**config.mk**
```make
export PLATFORM = sky130hd
export DESIGN_NAME = line_write_buffer
export DESIGN_NICKNAME = d
export VERILOG_FILES = /design/src/rtl/line_write_buffer.sv
export SDC_FILE = /design/constraint.sdc
export NUM_CORES = 1
export LEC_CHECK = 0
export ABC_AREA = 1
export CORE_AREA = 2 2 170 172
export DETAILED_ROUTE_END_ITERATION = 12
export DIE_AREA = 0 0 172 174
export MAX_ROUTING_LAYER = met4
export PLACE_DENSITY_LB_ADDON = 0.05
export SYNTH_ARGS = -nofsm -noshare
export SYNTH_HDL_FRONTEND = slang
export SYNTH_SLANG_ARGS = --single-unit
```
**constraint.sdc**
```tcl
create_clock -name clk -period 6.8 [get_ports clk]
set_input_delay 1.36 -clock clk [delete_from_list [all_inputs] [get_ports clk]]
set_output_delay 1.36 -clock clk [all_outputs]
set_load 0.1 [all_outputs]
```
**src/rtl/line_write_buffer.sv**
```systemverilog
// Single-entry write-back buffer: holds a dirty line, coalesces same-line
// writes, forwards to miss reads and drains to pmem when pmem is idle.
module line_write_buffer #(
  parameter int HOLD_CYCLES = 4,
  parameter int ADDR_WIDTH  = 16,
  parameter int LINE_WIDTH  = 128
) (
  input  logic                  clk,
  input  logic                  reset,
  input  logic                  wb_valid,
  input  logic [ADDR_WIDTH-1:0] wb_addr,
  input  logic [LINE_WIDTH-1:0] wb_data,
  output logic                  wb_ready,
  input  logic [ADDR_WIDTH-1:0] fwd_addr,
  output logic                  fwd_hit,
  output logic [LINE_WIDTH-1:0] fwd_data,
  input  logic                  pmem_busy,
  output logic                  pmem_write,
  output logic [ADDR_WIDTH-1:0] pmem_address,
  output logic [LINE_WIDTH-1:0] pmem_wdata,
  input  logic                  pmem_resp,
  output logic                  empty
);

  localparam int TW = ADDR_WIDTH - 4;
  localparam int CW = (HOLD_CYCLES < 1) ? 1 : $clog2(HOLD_CYCLES + 1);
  localparam logic [CW-1:0] CMAX = CW'(HOLD_CYCLES);

  typedef enum logic [1:0] {
    EMPTY = 2'd0,
    HELD  = 2'd1,
    DRAIN = 2'd2
  } state_e;

  state_e                state_q, state_d;
  logic [TW-1:0]         tag_q, tag_d;
  logic [LINE_WIDTH-1:0] data_q, data_d;
  logic [CW-1:0]         cnt_q, cnt_d;
  logic                  pwrite_q, pwrite_d;

  logic [TW-1:0] wb_tag;
  logic          tag_match;
  logic          xfer;
  logic          unused_lsb;

  assign wb_tag     = wb_addr[ADDR_WIDTH-1:4];
  assign tag_match  = (wb_tag == tag_q);
  assign xfer       = wb_valid && wb_ready;
  assign unused_lsb = ^{wb_addr[3:0], fwd_addr[3:0]};

  always_ff @(posedge clk or posedge reset) begin
    if (reset) begin
      state_q  <= EMPTY;
      tag_q    <= '0;
      data_q   <= '0;
      cnt_q    <= '0;
      pwrite_q <= 1'b0;
    end else begin
      state_q  <= state_d;
      tag_q    <= tag_d;
      data_q   <= data_d;
      cnt_q    <= cnt_d;
      pwrite_q <= pwrite_d;
    end
  end

  always_comb begin
    state_d  = state_q;
    tag_d    = tag_q;
    data_d   = data_q;
    cnt_d    = cnt_q;
    pwrite_d = pwrite_q;
    unique case (state_q)
      EMPTY: begin
        if (xfer) begin
          tag_d   = wb_tag;
          data_d  = wb_data;
          cnt_d   = '0;
          state_d = HELD;
        end
      end
      HELD: begin
        if (xfer) begin
          data_d = wb_data;
          cnt_d  = '0;
        end else begin
          if (cnt_q != CMAX) cnt_d = cnt_q + CW'(1);
          // a pending wb_valid here is a conflicting line: drain to make room
          if (!pmem_busy && (cnt_q == CMAX || wb_valid)) begin
            state_d  = DRAIN;
            pwrite_d = 1'b1;
          end
        end
      end
      DRAIN: begin
        if (pmem_resp) begin
          state_d  = EMPTY;
          pwrite_d = 1'b0;
        end
      end
      default: begin
        state_d  = EMPTY;
        pwrite_d = 1'b0;
      end
    endcase
  end

  always_comb begin
    wb_ready     = 1'b0;
    empty        = (state_q == EMPTY);
    fwd_hit      = (state_q != EMPTY) &&
                   (fwd_addr[ADDR_WIDTH-1:4] == tag_q);
    fwd_data     = data_q;
    pmem_write   = pwrite_q;
    pmem_address = {tag_q, 4'b0};
    pmem_wdata   = data_q;
    unique case (state_q)
      EMPTY:   wb_ready = 1'b1;
      HELD:    wb_ready = tag_match;
      DRAIN:   wb_ready = 1'b0;
      default: wb_ready = 1'b0;
    endcase
  end

endmodule
```
==> metrics.yaml, run 1 <==
synth:
  synth-compound-area-share_pct: 1.693
  synth_area_mm2: 0.006947
  yosys-top-cells-area: "dfrtp_1, nand2_1, buf_4"
  ys_warn_count: 0
  synthCells: 839
  post-synth-top-area-fraction_pct: 52.59
  seq_area_frac_synth_pct: 52.59
  yosys.area_share.adder_pct: 0.3602
  synth_xor_area_share_pct: 1.135
  yosysUniqueCellTypes: 24
  synth_top_family_by_area: "simple AND/OR/NAND/NOR gates"
  synth_seq_cells: 146
  synthSimpleGateAreaFrac_pct: 25.50
  yosysTopAreaCell: "dfrtp_1"
  synthMuxAreaShare_pct: 0.1621
  syn_avg_cell_area_um2: 8.280
run_status:
  status: "finished, final reports clean"
global_route:
  met1_usage_pct: 19.74
  grt_start_max_net_pins: 93
  grt_use_total_pct: 16.02
  grt_pass1_wl_um: 35220
  grtUsageMet2_pct: 26.34
  grt_overflow_total: 0
  busiest_layer: "met2"
  antenna_found_initial: 0
  grt_pass1_vias: 6041
  globalRouteMet3Util_pct: 3.939
die:
  core_area_mm2: 0.02824
  die_h_um: 174
  dieWidth_um: 172
  die-area_mm2: 0.02993
  io_pins: 441
  num_rows: 62
  start_util_pct: 24.60
sta:
  finalCritPeriodShare_pct: 73.74
  hold_viol_final: 0
  slew_headroom_pct: 28.81
  period_minus_slack_ps: 5014
  finalMaxSlewViolations: 0
  setup_viol: 0
  rsz0062_at_grt: "false"
  finClkSkew_ps: 14.01
  worst_pin_slew_ps: 1065
  max_freq_mhz: 199.4
  finalSetupTns_ps: 0
clock_network:
  hold_buffers: 0
  h-tree-depth: 4
  cts_buffer_depth: 2
  clock-root-buffer: "clkbuf_16"
  clk_latency_ps: 420
  postCtsSetupBuffers: 0
  post_cts_resized: 0
  clock_sinks: 146
  numCtsBuffers: 17
  cts_tree: "yes"
  clkTransAtPathRegs_ps: 60
placed_design:
  place_congestion: 0.7634
  dp_hpwl_um: 17100
  port_buffers: 428
critical_path:
  cp.required_ps: 5440
  cp-start-kind: "primary input"
  arrival_ps: 3650
  worst-setup-path-type: "in2out"
  cp_max_fo: 2
  end_kind: "output pin"
min_path:
  hp-class: "reg2reg"
routing:
  drc_errors: 0
  route.vias.total: 6004
  first_pass_iters: 4
  drt_iter0_markers: 273
  wl_um: 23390
  routed_via_density: 3.927
  drtAntennaViolNets: 0
  wl_per_cell_um: 15.29
job:
  cap_violations: 0
cells_and_area:
  diodes: 0
  fin_nets: 1299
  layout-drive-gt1-share_pct: 3.930
  area_delta_synth_final_pct: 61.02
## per-stage QoR
step	instance area [um2]	cells	worst slack [ps]	util [%]	hold slack, ps
global route	11190	1529	1636	39.61	522.1
floorplan	6958	842	1517	-	515.3
global placement	10610	1497	1779	37.57	455.7
CTS	11190	1529	1737	39.61	480.5
detailed placement	10610	1497	1738	37.57	467.0
finish	11190	1529	1786	39.61	470.4
## layer usage
layer	vias to the layer above	wire (um)
met5	-	0
met4	0	242
met3	9	1665
met2	266	11320
met1	2747	10160
li1	2982	-
## worst max-delay path, cell delays in order
cell	delay (ps)
clkdlybuf4s50_1	430
nand2_1	70
o21ai_0	80
nor4_1	330
nand4_1	120
nor2_1	120
clkdlybuf4s50_1	1130
## final timing paths
check                             from       endpoint  slack [ps]  cells after the start
setup / recovery           fwd_addr[4]        fwd_hit        1790                      7
hold / removal              pmem_write     pmem_write         470                      2
setup reg to reg              tag_q[9]   fwd_data[21]        3950                     12
hold reg to reg             pmem_write     pmem_write         470                      2
max in group asynchronous        reset   fwd_data[19]        4240                      3
min in group asynchronous        reset  fwd_data[105]        1340                      2
## synth_stat cells
master,n
o21ai_0,15
clkbuf_1,9
xor2_1,4
inv_2,5
o2111ai_1,1
o22ai_1,1
mux2_2,1
inv_1,27
nand3b_1,1
a21oi_1,2
nand2_2,2
dfrtp_1,146
conb_1,1
nand2_1,437
ha_1,2
nand4_1,2
xnor2_1,5
nand3_1,7
nor4_1,1
a221oi_1,2
nor2_1,14
buf_2,7
nor3_1,1
buf_4,146
## placed cells by master (no fill, tap or decap), types with 2 or more instances in the layout
cell,n
conb_1,4
clkinvlp_4,4
a221oi_1,2
dfrtp_1,146
xor2_1,4
inv_2,4
nand2_1,437
clkinv_4,3
clkdlybuf4s50_1,428
clkbuf_16,17
a21oi_1,2
inv_6,5
buf_4,5
nor2_1,14
nand4_1,2
clkbuf_8,2
nand3_1,7
xnor2_1,5
inv_1,26
ha_1,2
o21ai_0,15
## kinds of logic (layout without fill, tap and decap cells)
group	Yosys count	in the layout
xor gates and xnor gates	9	9
DFF	146	146
other	1	4
AOI/OAI and AO/OA	21	21
and+or+nand+nor	465	465
buffers and inverters	194	497
adders and majority gates	2	2
muxes	1	1
## final cells by class
class                   count  area, um2
fillers                  2934      17050
inverters                  32      127.6
well taps                 384      480.5
clock buffers              20      456.7
repair buffers            433       4322
multi-input cells         502       2024
clock inverters            12      121.4
flip-flops and latches    146       3654
## sequential cells by signal, summed over array words and instances (netlist names)
signal      flops
fwd_data      128
tag_q          12
cnt_q           3
state_q         2
pmem_write      1
Power of run 1 is not shown: default switching activity piles up to over one toggle a cycle in this logic, so the estimate is an artifact.
==> run 2, diff against run 1 <==
==> constraint.sdc (replaced) <==
create_clock -name clk -period 4.13 [get_ports clk]
set_input_delay 0.826 -clock clk [delete_from_list [all_inputs] [get_ports clk]]
set_output_delay 0.826 -clock clk [all_outputs]
set_load 0.1 [all_outputs]
==> run 2 against run 1 <==
- critical path depth is 1 lower
- utilization grew 0.24 points
- global-route usage down 0.14 points
- clock-buffer cell count decreased by 2
- via count about the same
- setup slack got worse by 790 ps
- routed wire length hardly changed
- die area stayed put
- first-iteration DRC count is 6.6% higher
==> metrics.yaml, run 2 (synthesis gave the netlist of run 1 again) <==
sta:
  finalSetupTns_ps: 0
  finClkSkew_ps: 12.33
  worst_pin_slew_ps: 1050
  finalCritPeriodShare_pct: 75.86
  finalMaxSlewViolations: 0
  slew_headroom_pct: 29.75
  period_minus_slack_ps: 3133
  hold_viol_final: 0
  rsz0062_at_grt: "false"
  setup_viol: 0
  max_freq_mhz: 319.2
routing:
  route.vias.total: 5999
  drc_errors: 0
  first_pass_iters: 5
  wl_um: 23400
  drtAntennaViolNets: 0
  routed_via_density: 3.921
  wl_per_cell_um: 15.29
  drt_iter0_markers: 291
die:
  dieWidth_um: 172
  die-area_mm2: 0.02993
  core_area_mm2: 0.02824
  start_util_pct: 24.60
  die_h_um: 174
  io_pins: 441
  num_rows: 62
clock_network:
  postCtsSetupBuffers: 0
  cts_buffer_depth: 2
  cts_tree: "yes"
  h-tree-depth: 4
  hold_buffers: 0
  clock_sinks: 146
  clk_latency_ps: 410
  clkTransAtPathRegs_ps: 60
  clock-root-buffer: "clkbuf_16"
  post_cts_resized: 0
  numCtsBuffers: 17
placed_design:
  dp_hpwl_um: 16770
  port_buffers: 428
  place_congestion: 0.7698
critical_path:
  worst-setup-path-type: "in2out"
  cp-start-kind: "primary input"
  slowest_stage: "clkdlybuf4s50_1"
  path_delay_family: "buffers and inverters"
  cp.required_ps: 3300
  arrival_ps: 2310
  cp_max_fo: 2
  timing.critical_path.buf_inv: 2
  path_cells: "clkdlybuf4s50_1 -> o21ai_0 -> nor4_1 -> nand4_1 -> nor2_1 -> buf_4"
  critPathMaxStageDelay_ps: 480
  end_kind: "output pin"
global_route:
  grt_overflow_total: 0
  grt_pass1_wl_um: 34980
  antenna_found_initial: 1
  grt_start_max_net_pins: 135
  grt_pass1_vias: 5966
  grt_use_total_pct: 15.88
cells_and_area:
  layout-drive-gt1-share_pct: 4.105
  area_delta_synth_final_pct: 62.01
  final_cell_mix: "nand2_1, clkdlybuf4s50_1, dfrtp_1"
  fin_nets: 1300
  final_common_cell: "nand2_1"
  largest_reg_flops: 128
run_status:
  status: "finished, final reports clean"
job:
  cap_violations: 0
min_path:
  hp-class: "reg2reg"
-- run 2: cell count changes in the layout (fill, tap and decap cells not counted), sizes merged --
cell | previous run | this run
bufinv | 1 | 3
buf | 5 | 8
diode | 0 | 1
clkinv | 3 | 2
clkbuf | 20 | 18
clkdlybuf4s50 | 428 | 426
-- run 2: cell type report --
class | instances | area (um2)
antenna | 1 | 2.502
clock inverter | 13 | 176.4
tap | 384 | 480.5
clock buffer | 18 | 429.2
inverter | 32 | 126.4
fill | 2903 | 16980
multi-input combinational | 502 | 2024
timing repair buffer | 434 | 4362
sequential | 146 | 3654
-- run 2: worst reg2reg max path: cells and delay by family, from the launching register on --
family,cells,cell delay (ps)
buffers and inverters,2,730
AND/OR/NAND/NOR,10,860
flip-flops,1,480
-- run 2: path summary, 6_finish.rpt --
check | slack (ps) | endpoint | from | depth (start not counted)
max | 1000 | fwd_hit | fwd_addr[9] | 6
min | 470 | pmem_write | pmem_write | 2
max reg2reg | 2020 | fwd_data[0] | tag_q[9] | 12
min reg2reg | 470 | pmem_write | pmem_write | 2
max in group asynchronous | 2280 | fwd_data[57] | reset | 3
min in group asynchronous | 740 | fwd_data[86] | reset | 2
-- run 2: per-layer routing --
metal	vias to the layer above	track usage, %	routed length [um]
li1	2981	-	-
met1	2749	18.73	9484
met2	259	27.11	11910
met3	10	3.962	1819
met4	0	3.782	180
met5	-	-	0
-- run 2: metrics by stage --
step	hold slack [ps]	instance area (um2)	worst slack, ps	utilization, %	cells
floorplan	515.3	6962	428.3	-	842
global route	520.2	11250	887.7	39.86	1530
detailed placement	464.4	10650	998.0	37.70	1498
global placement	460.9	10650	1036	37.70	1498
finish	470.9	11250	996.9	39.86	1530
CTS	476.9	11250	989.4	39.85	1529
Power of run 2 is left out for the same reason.
==> RTL change 1, RTL diff (config.mk and constraints of run 2) <==
Reset style: synchronous (`reset`), changed in one clocked block.
--- a/src/rtl/line_write_buffer.sv
+++ b/src/rtl/line_write_buffer.sv
@@ -48,7 +48,7 @@
   assign xfer       = wb_valid && wb_ready;
   assign unused_lsb = ^{wb_addr[3:0], fwd_addr[3:0]};
 
-  always_ff @(posedge clk or posedge reset) begin
+  always_ff @(posedge clk) begin
     if (reset) begin
       state_q  <= EMPTY;
       tag_q    <= '0;
Behaviour: differs if reset is asserted again (counterexample within 4 cycles, from zero or initial values and one cycle with reset high); with reset held inactive, the same outputs for 4 cycles.
==> RTL change 1 against run 2 <==
Core utilization decreased by 1.8 points. Routed wire length rose by 2.7%. Synthesized area fell by 6.5%. Non-clock buffer count is 3 higher. Sequential cell count unchanged. Register-to-register slack lost 0.11 ns. Clock skew rose by 0.0019 ns. Worst setup slack improved by 0.0026 ns. Cell area down 4.5%. Die area stayed put. Highest routed layer unchanged. Largest cell class unchanged.
==> RTL change 1: results (changes against run 2) <==
Parameter                              Value

GRT
  Maximum number of pins on one net before global-route repair ... 107 (was 135)
  Total global routing track utilization ... 16.0% (was 15.9%)
  GR Layer Usage met2 ... 27.8% (was 27.1%)
  Met3 capacity usage during global routing ... 4.19% (was 3.96%)
  Antenna violations before repair ... 0 (was 1)
  Number of global-route vias before repair ... 5,669 (was 5,966)

Finish
  Number of sequential cells in the layout ... 146 (unchanged)
  Layout cell share with drive strength beyond 1 ... 4.14% (was 4.10%)
  Net total in the final layout ... 1,316 (was 1,300)
  Fill cells ... 2,987 (was 2,903)
  Diode count ... 0 (was 1)
  Non-clock buffering overhead ... 40.5% (was 38.8%)
  Multi-In Gates ... 512 (was 502)
  Number of buffers other than clock buffers in the final layout ... 437 (was 434)

Synthesis
  Synthesized area divided by synthesized cell count ... 7.50 µm² (was 8.28 µm²)
  Flip-flop cell with the highest count after synthesis ... dfxtp_1 (was dfrtp_1)
  FFs w/ async S/R, synth ... 0% (was 100%)
  Sequential cell area fraction in the yosys report ... 45.0% (was 52.6%)
  Synthesized-area fraction occupied by ao, oa, aoi and oai cells ... 12.8% (was 1.69%)
  Synthesized-area fraction occupied by adder cells ... 0.385% (was 0.360%)
  Cell types with the largest area share after synthesis ... dfxtp_1 45%, buf_4 17%, nor2_1 16%, o21ai_0 11%, nand2_1 2.4% (was dfrtp_1 53%, nand2_1 24%, buf_4 16%, inv_1 1.5%, o21ai_0 1.1%)
  Commonest cells in the synthesized netlist ... 284 x nor2_1, 146 x dfxtp_1, 144 x o21ai_0 (was 437 x nand2_1, 146 x buf_4, 146 x dfrtp_1)
  Post-synthesis mux area share ... 0% (was 0.162%)
  Unique cell type count in the Yosys netlist ... 28 (was 24)

Outcome
  Outcome ... finished, final reports clean (unchanged)

Route
  Routed via count ... 6,214 (was 5,999)
  Met3 routed WL ... 1.68 mm (was 1.82 mm)
  Wire length on met1 ... 9.81 mm (was 9.48 mm)
  Met2 wire length ... 12.4 mm (was 11.9 mm)
  Number of DRC violations after detailed-routing iteration 0 ... 282 (was 291)

STA
  Worst Skew ... 0.0142 ns (was 0.0123 ns)

Placement
  GPL Wtd Cong ... 0.776 (was 0.770)
  Placed Instances ... 1,514 (was 1,498)
  DP Area ... 10,100 µm² (was 10,600 µm²)
  Worst slack, placed ... 0.961 ns (was 0.998 ns)
  Half-perimeter wire length after detailed placement ... 18.0 mm (was 16.8 mm)
[RTL change 1: cell types whose count changed after synthesis, sizes merged, moves of 4 or more]
cell / delta
a21oi: +10
buf: -5
dfrtp: -146
clkbuf: +19
dfxtp: +146
nor2: +270
nand3: -4
nand2: -396
o21ai: +129
[RTL change 1: cells by family (layout without fill, tap and decap cells)]
| group | after synthesis | after routing |
|---|---|---|
| AOI/OAI and AO/OA | 162 | 162 |
| adders and majority gates | 2 | 2 |
| other | 1 | 4 |
| and+or+nand+nor | 335 | 335 |
| buffers and inverters | 211 | 502 |
| xor gates and xnor gates | 9 | 9 |
| DFF | 146 | 146 |
[RTL change 1: path summary, 6_finish.rpt]
check                                  start            to  slack (ns)  cells past startpoint
worst max-delay path             wb_addr[15]      wb_ready         1.0                     10
worst min-delay path            fwd_data[28]  fwd_data[28]        0.50                      2
worst max register to register      tag_q[1]  fwd_data[49]        1.91                     12
worst min register to register  fwd_data[28]  fwd_data[28]        0.50                      2
==> RTL change 2, RTL diff (flow settings as in run 2) <==
Made on the original files. Change the parameter `HOLD_CYCLES` from 4 to 8.
--- a/src/rtl/line_write_buffer.sv
+++ b/src/rtl/line_write_buffer.sv
@@ -1,7 +1,7 @@
 // Single-entry write-back buffer: holds a dirty line, coalesces same-line
 // writes, forwards to miss reads and drains to pmem when pmem is idle.
 module line_write_buffer #(
-  parameter int HOLD_CYCLES = 4,
+  parameter int HOLD_CYCLES = 8,
   parameter int ADDR_WIDTH  = 16,
   parameter int LINE_WIDTH  = 128
 ) (
Function: no difference found for any inputs over 4 cycles, from zero or initial values and one cycle with reset high; that may be too few to reach the edited logic, so the function may still have changed.
==> RTL change 2 against run 2 <==
Critical path depth grew 4. Worst setup slack lost 0.061 ns. Sequential cell count is 1 higher. Global-route usage up 1.1 points. Synthesized area rose by 4.4%. Cell area grew 1.8%. Via count increased by 7.7%. Routed wire length rose by 7.8%. Critical path type unchanged. Highest routed layer unchanged.
Power is left out: the tool's default activity adds up to more than one toggle a clock period on the data nets, which glitch-free logic cannot reach.
==> RTL change 2: results (changes against run 2) <==
Parameter                              Value

Outcome
  Outcome ... finished, final reports clean (unchanged)

Route
  Router iterations before antenna repair ... 4 (was 5)
  Total routed wirelength ... 25.2 mm (was 23.4 mm)
  Number of DRC violations after detailed-routing iteration 0 ... 284 (was 291)
  DR vias/cell ... 4.19 (was 3.92)

CTS
  Total CTS buffers ... 17 (unchanged)
  H-tree Lvls ... 4 (unchanged)
  Clock buffer depth ... 2 (unchanged)
  Clock-pin slew of the registers on the worst-case setup and hold paths ... 0.06 ns (about the same)
  Post-CTS setup buffers ... 0 (unchanged)
  Clock latency on the worst-skew pair ... 0.41 ns (about the same)
  Post-CTS Resized ... 0 (unchanged)
  Root buf cell ... clkbuf_16 (unchanged)

Synthesis
  FFs w/ async S/R, synth ... 100% (unchanged)
  Cell types with the largest area share after synthesis ... dfrtp_1 51%, nand2_1 16%, buf_4 15%, nand3_1 9.7%, inv_1 1.4% (was dfrtp_1 53%, nand2_1 24%, buf_4 16%, inv_1 1.5%, o21ai_0 1.1%)
  Sequential cell area fraction in the yosys report ... 50.7% (was 52.6%)
  Commonest cells in the synthesized netlist ... 312 x nand2_1, 147 x dfrtp_1, 142 x buf_4 (was 437 x nand2_1, 146 x buf_4, 146 x dfrtp_1)
  Post-synth EDFFs ... 0 (unchanged)
  Flip-flop cell with the highest count after synthesis ... dfrtp_1 (unchanged)
  Unique cell type count in the Yosys netlist ... 23 (was 24)
  Count of yosys warnings during synthesis ... 0 (unchanged)

Placement
  GPL Wtd Cong ... 0.758 (was 0.770)
  Count of port buffers added during placement ... 428 (unchanged)
  Half-perimeter wire length after detailed placement ... 17.9 mm (was 16.8 mm)
  Worst slack, placed ... 0.754 ns (was 0.998 ns)

Worst setup path
  Startpoint of the lowest-slack register-to-register path ... tag_q[10] (was tag_q[9])
  Slowest cell on the critical path ... clkdlybuf4s50_1 (unchanged)
  Slowest cell delay on critical path ... 0.48 ns (about the same)
  Maximum fanout along the worst path ... 25 (was 2)
  Number of cell instances on the worst register-to-register path ... 9 (was 12)
  Worst path arrival time ... 2.37 ns (was 2.31 ns)
  Reg2Reg Capture Point ... fwd_data[64] (was fwd_data[0])
  Flop2flop setup slack ... 1.75 ns (was 2.02 ns)

GRT
  Maximum number of pins on one net before global-route repair ... 85 (was 135)
  Antenna violations before repair ... 0 (was 1)
  Wire length of the first global-routing pass ... 37.4 mm (was 35.0 mm)
  Number of global-route vias before repair ... 6,353 (was 5,966)
  Total global routing track utilization ... 17.0% (was 15.9%)

Min path
  Startpoint of the lowest-slack hold path ... pmem_write (unchanged)
  Class of the most critical hold timing path ... reg2reg (unchanged)
  Endpoint, Worst Hold ... pmem_write (unchanged)
  Number of cells on the worst hold path ... 2 (unchanged)

STA
  Worst Skew ... 0.0116 ns (was 0.0123 ns)
  Slew of the pin with the lowest slew margin ... 1.07 ns (was 1.05 ns)

Finish
  Layout cell share with drive strength beyond 1 ... 4.49% (was 4.10%)
  Net total in the final layout ... 1,312 (was 1,300)
  Diode count ... 0 (was 1)
  Flip-flop count of the largest register, all copies and words added ... 128 (unchanged)
  Fill cells ... 2,909 (was 2,903)
RTL change 2: cell types whose count changed after synthesis, sizes merged, moves of 2 or more:
| cell | delta |
|---|---|
| a21oi | +2 |
| clkbuf | +16 |
| nand2 | -124 |
| nand3 | +133 |
| nand4 | +2 |
| nor2 | -4 |
| o22ai | +3 |
| xor2 | -2 |
RTL change 2: final cells by class:
| cell class | instances | area [µm²] | area share [%] |
|---|---|---|---|
| clock buffer | 20 | 457 | 3.98 |
| clock inverter | 12 | 120 | 1.05 |
| inverter | 32 | 124 | 1.08 |
| multi-input combinational | 510 | 2220 | 19.4 |
| sequential | 147 | 3680 | 32.1 |
| tap | 384 | 480 | 4.19 |
| timing repair buffer | 437 | 4380 | 38.2 |
RTL change 2: kinds of logic (layout without fill, tap and decap cells):
family	Yosys count	count (layout)	share of synthesized area, %
AOI/OAI and AO/OA	26	26	1.97
buffers and inverters	209	501	18.9
and+or+nand+nor	471	471	27.1
DFF	147	147	50.7
xor gates and xnor gates	6	6	0.725
adders and majority gates	2	2	0.345
muxes	1	1	0.155
other	1	4	0.0517
RTL change 2: worst max path at each step:
stage	startpoint	endpoint	slack [ns]	cells after the start
floorplan	tag_q[1]	fwd_hit	0.56	6
global route	wb_addr[10]	wb_ready	0.78	10
finish	wb_addr[10]	wb_ready	0.94	10
global placement	wb_addr[10]	fwd_data[75]	0.75	13
detailed placement	wb_addr[10]	fwd_data[63]	0.75	13
CTS	wb_addr[10]	wb_ready	0.88	10
RTL change 2: metrics by stage:
| step | utilization, % | hold WS (ns) | cell area (µm²) | instances |
|---|---|---|---|---|
| 2_1_floorplan | - | 0.517 | 7270 | 866 |
| 5_1_grt | 40.6 | 0.519 | 11500 | 1542 |
| 3_5_place_dp | 38.6 | 0.462 | 10900 | 1510 |
| 3_3_place_gp | 38.6 | 0.470 | 10900 | 1510 |
| 6_report | 40.6 | 0.481 | 11500 | 1542 |
| 4_1_cts | 40.6 | 0.478 | 11500 | 1542 |
RTL change 2: critical path: cells and delay by family:
family                 cells  cell delay (ns)
buffers and inverters      3             0.75
AND/OR/NAND/NOR            7             0.78
RTL change 2: routing by layer:
layer  GRT usage, %  routed length [µm]  vias to the layer above
met1           20.8               10900                     3033
met5              -                   0                        -
li1               -                   -                     3159
met2           28.8               12600                      257
met4           3.05                 166                        0
met3           3.80                1600                        9
